$ cat src/rtl/i2c_codec_cfg_responder.sv
`default_nettype none
// ============================================================================
// Module      : i2c_codec_cfg_responder
// Description : I2C target modelling the write-only control port of a
//               WM8731-class codec. Accepts 2-byte register writes, keeps a
//               shadow copy of R0..R9 and reports every committed write.
// Revision    : 1.0 - initial release
// ============================================================================
module i2c_codec_cfg_responder #(
    parameter logic [6:0] DEV_ADDR = 7'h1A,
    parameter int         FILT_LEN = 4
) (
    input  logic       clk_clk,
    input  logic       reset_reset,
    input  logic       scl_in,
    input  logic       sda_in,
    output logic       sda_oe,
    output logic       reg_wr_valid,
    output logic [6:0] reg_wr_addr,
    output logic [8:0] reg_wr_data,
    input  logic [3:0] cfg_rd_addr,
    output logic [8:0] cfg_rd_data,
    output logic       codec_active,
    output logic       bus_busy,
    output logic       nack_pulse
);

    localparam logic [3:0] c_filt_max = 4'(FILT_LEN - 1);
    localparam logic [8:0] c_def [0:9] = '{9'h097, 9'h097, 9'h079, 9'h079, 9'h00A,
                                           9'h008, 9'h09F, 9'h00A, 9'h000, 9'h000};

    typedef enum logic [3:0] {
        S_IDLE        = 4'd0,
        S_ADDR        = 4'd1,
        S_ACK_A       = 4'd2,
        S_BYTE1       = 4'd3,
        S_ACK_1       = 4'd4,
        S_BYTE2       = 4'd5,
        S_ACK_2       = 4'd6,
        S_COMMIT_WAIT = 4'd7,
        S_IGNORE      = 4'd8
    } state_t;

    // Bit 0 carries SCL, bit 1 carries SDA through conditioning.
    logic [1:0] w_raw;
    logic [1:0] r_sync1;
    logic [1:0] r_sync2;
    logic [1:0] r_filt;
    logic [1:0] r_filt_d;
    logic [3:0] r_fcnt [2];

    logic w_scl_rise;
    logic w_scl_fall;
    logic w_start;
    logic w_stop;

    state_t     r_state;
    state_t     w_next;
    logic       w_shift_en;
    logic       w_clr_cnt;
    logic       w_nack;
    logic       w_commit;
    logic       w_latch1;
    logic       w_latch2;

    logic [7:0] r_shift;
    logic [3:0] r_bitcnt;
    logic [7:0] r_byte1;
    logic [7:0] r_byte2;
    logic [8:0] r_shadow [0:9];

    assign w_raw = {sda_in, scl_in};

    // Two-flop synchroniser followed by a run-length filter per line; the
    // filtered level only follows the input after FILT_LEN equal samples.
    always_ff @(posedge clk_clk or posedge reset_reset) begin
        if (reset_reset) begin
            r_sync1  <= 2'b11;
            r_sync2  <= 2'b11;
            r_filt   <= 2'b11;
            r_filt_d <= 2'b11;
            r_fcnt[0] <= 4'd0;
            r_fcnt[1] <= 4'd0;
        end else begin
            r_sync1  <= w_raw;
            r_sync2  <= r_sync1;
            r_filt_d <= r_filt;
            for (int k = 0; k < 2; k++) begin
                if (r_sync2[k] == r_filt[k]) begin
                    r_fcnt[k] <= 4'd0;
                end else if (r_fcnt[k] == c_filt_max) begin
                    r_filt[k] <= r_sync2[k];
                    r_fcnt[k] <= 4'd0;
                end else begin
                    r_fcnt[k] <= r_fcnt[k] + 4'd1;
                end
            end
        end
    end

    assign w_scl_rise = r_filt[0] & ~r_filt_d[0];
    assign w_scl_fall = ~r_filt[0] & r_filt_d[0];
    assign w_start    = r_filt[0] & r_filt_d[0] & r_filt_d[1] & ~r_filt[1];
    assign w_stop     = r_filt[0] & r_filt_d[0] & ~r_filt_d[1] & r_filt[1];

    // Protocol state register.
    always_ff @(posedge clk_clk or posedge reset_reset) begin
        if (reset_reset) r_state <= S_IDLE;
        else             r_state <= w_next;
    end

    // Next-state and control decode; STOP and START override every state.
    always_comb begin
        w_next     = r_state;
        w_shift_en = 1'b0;
        w_clr_cnt  = 1'b0;
        w_nack     = 1'b0;
        w_commit   = 1'b0;
        w_latch1   = 1'b0;
        w_latch2   = 1'b0;
        if (w_stop) begin
            w_next = S_IDLE;
        end else if (w_start) begin
            w_next    = S_ADDR;
            w_clr_cnt = 1'b1;
        end else begin
            case (r_state)
                S_IDLE: ;
                S_ADDR, S_BYTE1, S_BYTE2, S_COMMIT_WAIT: begin
                    if (w_scl_rise && r_bitcnt != 4'd8) begin
                        w_shift_en = 1'b1;
                    end else if (w_scl_fall && r_bitcnt == 4'd8) begin
                        case (r_state)
                            S_ADDR: begin
                                if (r_shift[7:1] == DEV_ADDR) begin
                                    if (!r_shift[0]) begin
                                        w_next = S_ACK_A;
                                    end else begin
                                        w_nack = 1'b1;
                                        w_next = S_IGNORE;
                                    end
                                end else begin
                                    // Foreign address: stay silent.
                                    w_next = S_IGNORE;
                                end
                            end
                            S_BYTE1: begin
                                w_latch1 = 1'b1;
                                w_next   = S_ACK_1;
                            end
                            S_BYTE2: begin
                                w_latch2 = 1'b1;
                                w_next   = S_ACK_2;
                            end
                            default: begin
                                w_nack = 1'b1;
                                w_next = S_IGNORE;
                            end
                        endcase
                    end
                end
                S_ACK_A: begin
                    if (w_scl_fall) begin
                        w_next    = S_BYTE1;
                        w_clr_cnt = 1'b1;
                    end
                end
                S_ACK_1: begin
                    if (w_scl_fall) begin
                        w_next    = S_BYTE2;
                        w_clr_cnt = 1'b1;
                    end
                end
                S_ACK_2: begin
                    if (w_scl_fall) begin
                        w_next    = S_COMMIT_WAIT;
                        w_clr_cnt = 1'b1;
                        w_commit  = 1'b1;
                    end
                end
                S_IGNORE: ;
                default: w_next = S_IDLE;
            endcase
        end
    end

    // Byte shifter, bit counter, captured bytes and the write/NACK strobes.
    always_ff @(posedge clk_clk or posedge reset_reset) begin
        if (reset_reset) begin
            r_shift      <= 8'd0;
            r_bitcnt     <= 4'd0;
            r_byte1      <= 8'd0;
            r_byte2      <= 8'd0;
            nack_pulse   <= 1'b0;
            reg_wr_valid <= 1'b0;
            reg_wr_addr  <= 7'd0;
            reg_wr_data  <= 9'd0;
        end else begin
            nack_pulse   <= w_nack;
            reg_wr_valid <= w_commit;
            if (w_clr_cnt) begin
                r_bitcnt <= 4'd0;
            end else if (w_shift_en) begin
                r_bitcnt <= r_bitcnt + 4'd1;
                r_shift  <= {r_shift[6:0], r_filt[1]};
            end
            if (w_latch1) r_byte1 <= r_shift;
            if (w_latch2) r_byte2 <= r_shift;
            if (w_commit) begin
                reg_wr_addr <= r_byte1[7:1];
                reg_wr_data <= {r_byte1[0], r_byte2};
            end
        end
    end

    // Shadow register file; address 15 restores the power-on defaults.
    always_ff @(posedge clk_clk or posedge reset_reset) begin
        if (reset_reset) begin
            for (int i = 0; i < 10; i++) r_shadow[i] <= c_def[i];
        end else if (w_commit) begin
            if (r_byte1[7:1] < 7'd10) begin
                r_shadow[r_byte1[4:1]] <= {r_byte1[0], r_byte2};
            end else if (r_byte1[7:1] == 7'd15) begin
                for (int i = 0; i < 10; i++) r_shadow[i] <= c_def[i];
            end
        end
    end

    assign cfg_rd_data  = (cfg_rd_addr < 4'd10) ? r_shadow[cfg_rd_addr] : 9'd0;
    assign codec_active = r_shadow[9][0];
    assign bus_busy     = (r_state != S_IDLE);
    // ACK drive is cut the moment a bus condition is seen.
    assign sda_oe = ((r_state == S_ACK_A) || (r_state == S_ACK_1) || (r_state == S_ACK_2))
                    && !w_start && !w_stop;

endmodule
`default_nettype wire

$ cat config.mk
export PLATFORM = sky130hd
export DESIGN_NAME = i2c_codec_cfg_responder
export DESIGN_NICKNAME = d
export VERILOG_FILES = /design/src/rtl/i2c_codec_cfg_responder.sv
export SDC_FILE = /design/constraint.sdc
export NUM_CORES = 1
export LEC_CHECK = 0
export ABC_AREA = 1
export CORE_UTILIZATION = 45
export CTS_BUF_LIST = sky130_fd_sc_hd__clkbuf_16
export CTS_CLUSTER_DIAMETER = 120
export DETAILED_ROUTE_END_ITERATION = 8
export GPL_TIMING_DRIVEN = 0
export HOLD_SLACK_MARGIN = 0.02
export PLACE_DENSITY_LB_ADDON = 0.15
export SLEW_MARGIN = 20
export SYNTH_ARGS = -nofsm -noshare
export SYNTH_HDL_FRONTEND = slang
export SYNTH_SLANG_ARGS = --single-unit
$ cat constraint.sdc
create_clock -name clk_clk -period 6.5 [get_ports clk_clk]
set_clock_uncertainty 0.05 [all_clocks]
set_input_delay 1.3 -clock clk_clk [delete_from_list [all_inputs] [get_ports clk_clk]]
set_output_delay 1.3 -clock clk_clk [all_outputs]
set_load 0.01 [all_outputs]
==> out/qor.yml <==
post_drt_wl_per_cell_microns: 16.3
syn-instance-count: 937
startpoint_type: "input port"
final_hold_viol_count: 0
viasPerCell: 5.15
coreArea_sq_mm: 0.0159
ant_nets: 0
clk_pin_slew_worst_paths_ns: 0.06
max_cap_violations: 0
post-dp-hpwl_microns: 14200
routed_wl_microns: 19900
min_path_type: "reg2reg"
routabilityCongestion: 0.877
cp_data_arrival_time_ns: 3.61
finalSetupViolCount: 0
ys_warn_count: 0
finalMaxSlewViolations: 0
cp_max_fo: 10
grt_max_degree: 105
placementRows: 46
cts_tree: "done"
h-tree-depth: 4
dieArea_sq_mm: 0.0168
fin_nets: 1005
slowest_stage: "nor3_1"
synth_cell_types: 35
synth_area_leaders: "dfrtp_1 (40%), nand2_1 (21%), dfstp_2 (14%)"
powerDensity_mw_per_mm2: 280
die_h_microns: 130
synth-seq-area-share_pct: 53.9
root_buffer: "clkbuf_16"
p_leak_nw: 4.33
vias: 6290
synth_edf_count: 0
pre_cts_slack_ns: 1.57
post-route-min-period_ns: 4.96
grt_util_all_layers_pct: 25.6
grt_pass1_wl_microns: 31700
irDropWorstVdd_mv: 0.195
cp.required_ns: 5.15
hold_path_depth: 0
cp_slowest_stage_delay_ns: 0.60
finalCritPeriodShare_pct: 76.3
path_cells: "clkdlybuf4s50_1 > clkinv_1 > nor3_1 > nand2_1 > nand2_1 > clkdlybuf4s50_1"
cts_hold_buffers: 0
drtIter0Drc: 434
utilization_pct: 54.1
synth-seq-cells: 156
insertion_delay_ns: 0.44
yosysTopAreaCellShare_pct: 40.0
synth_area_per_cell_sq_um: 7.82
antenna_found_initial: 0
fin_hold_ws_ns: 0.307
first_pass_iters: 5
fin_ws_ns: 1.54
worstMarginPinSlew_ns: 0.973
crit_buf_inv: 3
crit_family: "buffers and inverters"
fp.dieW_microns: 130
cp.depth: 6
grt_pass1_vias: 5924
cts_buffers: 17
outcome: "finished clean"
r2r_cells: 8
slew-limit-headroom_pct: 34.7
clkSinkCount: 156
fmax_ghz: 0.202
critical_path_class: "in2out"
port_buffers: 36
synthesis.area_sq_mm: 0.00733
drive_gt1_share_pct: 9.54
cts_setup_buffers: 0
grt_overflow_total: 0
setup.worst_path.end_class: "output pin"
async_flop_share_pct: 100
syn_to_final_growth_pct: 17.2
synth_top_area_cell: "dfrtp_1"
rsz0062_at_grt: "false"
syn_nets: 949
cts-resized-gates: 0
rrSetupSlack_ns: 4.18
diodes: 0
synthFlopType: "dfrtp_1"
drc: 0
io_pins: 38
cts.path.max_buffers: 2
initial_core_util_pct: 46.1
per-layer routing:
metal	up-vias	GRT usage (%)	wire [microns]
met5	-	0	0
met1	3013	35.0	9240
li1	3084	-	-
met2	163	39.8	9080
met3	30	5.33	1010
met4	0	10.5	526
flip-flops by register name, indices dropped and copies added, names as in the netlist:
register and count:
r_filt_d 2, reg_wr_data 9, r_byte2 8, reg_wr_addr 7, r_shadow 89, nack_pulse 1
r_filt 2, r_sync2 2, r_byte1 8, r_fcnt 8, reg_wr_valid 1, r_bitcnt 4
r_shift 8, r_sync1 2, r_state 4, codec_active 1
placed cells by master, fill, tap and decap left out, drive strengths merged:
cell type and instances:
dfrtp 117, o211ai 11, inv 54, nand4 1, clkinvlp 3, xnor2 3, buf 10, nand3b 2
o21ai 68, nand3 77, clkdlybuf4s50 36, nor4 1, ha 4, o21a 1, xor2 4, nor2 83
clkbuf 37, a21oi 6, nand2 415, o22ai 2, bufinv 3, clkinv 10, or2 3, and2 3
a31oi 4, dfstp 39, nor3 9
cells in the mapped netlist (2+ instances only):
library cell  count
nand2_1         415
dfrtp_1         117
nor2_1           78
nand3_1          75
o21ai_0          66
inv_1            48
dfstp_2          39
clkbuf_1         19
o211ai_1         11
a21oi_1           6
nor3_1            6
a31oi_1           4
buf_2             4
buf_4             4
clkinv_1          4
ha_1              4
xor2_1            4
inv_2             3
nor2_4            3
nor3_2            3
or2_2             3
xnor2_1           3
and2_1            2
nand3_2           2
nor2_2            2
o21ai_1           2
o22ai_1           2
through the flow:
| stage | total power [mW] | instance area (sq um) | instances | TNS, ns |
|---|---|---|---|---|
| finish | 2.41 | 8590 | 1222 | 0 |
| CTS | 2.42 | 8590 | 1222 | 0 |
| global placement | 1.40 | 7960 | 1189 | -151.63 |
| detailed placement | 1.41 | 7990 | 1190 | 0 |
| global route | 2.51 | 8590 | 1222 | 0 |
| floorplan | 1.30 | 7330 | 937 | 0 |
power breakdown:
group          leakage, nW  internal (mW)  total, mW  switching (mW)
Combinational         2.02          0.102      0.300           0.198
Clock                0.286          0.602       1.02           0.416
Sequential            2.03           1.04       1.09          0.0522
cell families (layout without fill, tap and decap cells):
kind of cell	after synthesis	after routing	share of synthesized area, %
fa+ha+maj	4	4	0.683
buf+inv	84	153	4.59
flops	156	156	53.9
simple gates	594	594	33.2
xor+xnor	7	7	0.837
compound gates	92	92	6.80
cell type report:
| class | count | area [sq um] |
|---|---|---|
| Multi-Input combinational cell | 697 | 3040 |
| Buffer | 29 | 130 |
| Timing Repair Buffer | 37 | 388 |
| Inverter | 55 | 214 |
| Tap cell | 216 | 270 |
| Clock buffer | 17 | 425 |
| Fill cell | 1555 | 7290 |
| Sequential cell | 156 | 3950 |
| Clock inverter | 15 | 173 |
final timing paths:
path,startpoint,endpoint
max,cfg_rd_addr[3],cfg_rd_data[1]
min,r_sync1[1],r_sync2[1]
max reg2reg,r_filt_d[0],r_shadow[51]
min reg2reg,r_sync1[1],r_sync2[1]
max in group asynchronous,reset_reset,r_shadow[30]
min in group asynchronous,reset_reset,reg_wr_addr[0]
No activity file was read; power rests on OpenSTA's default activity.
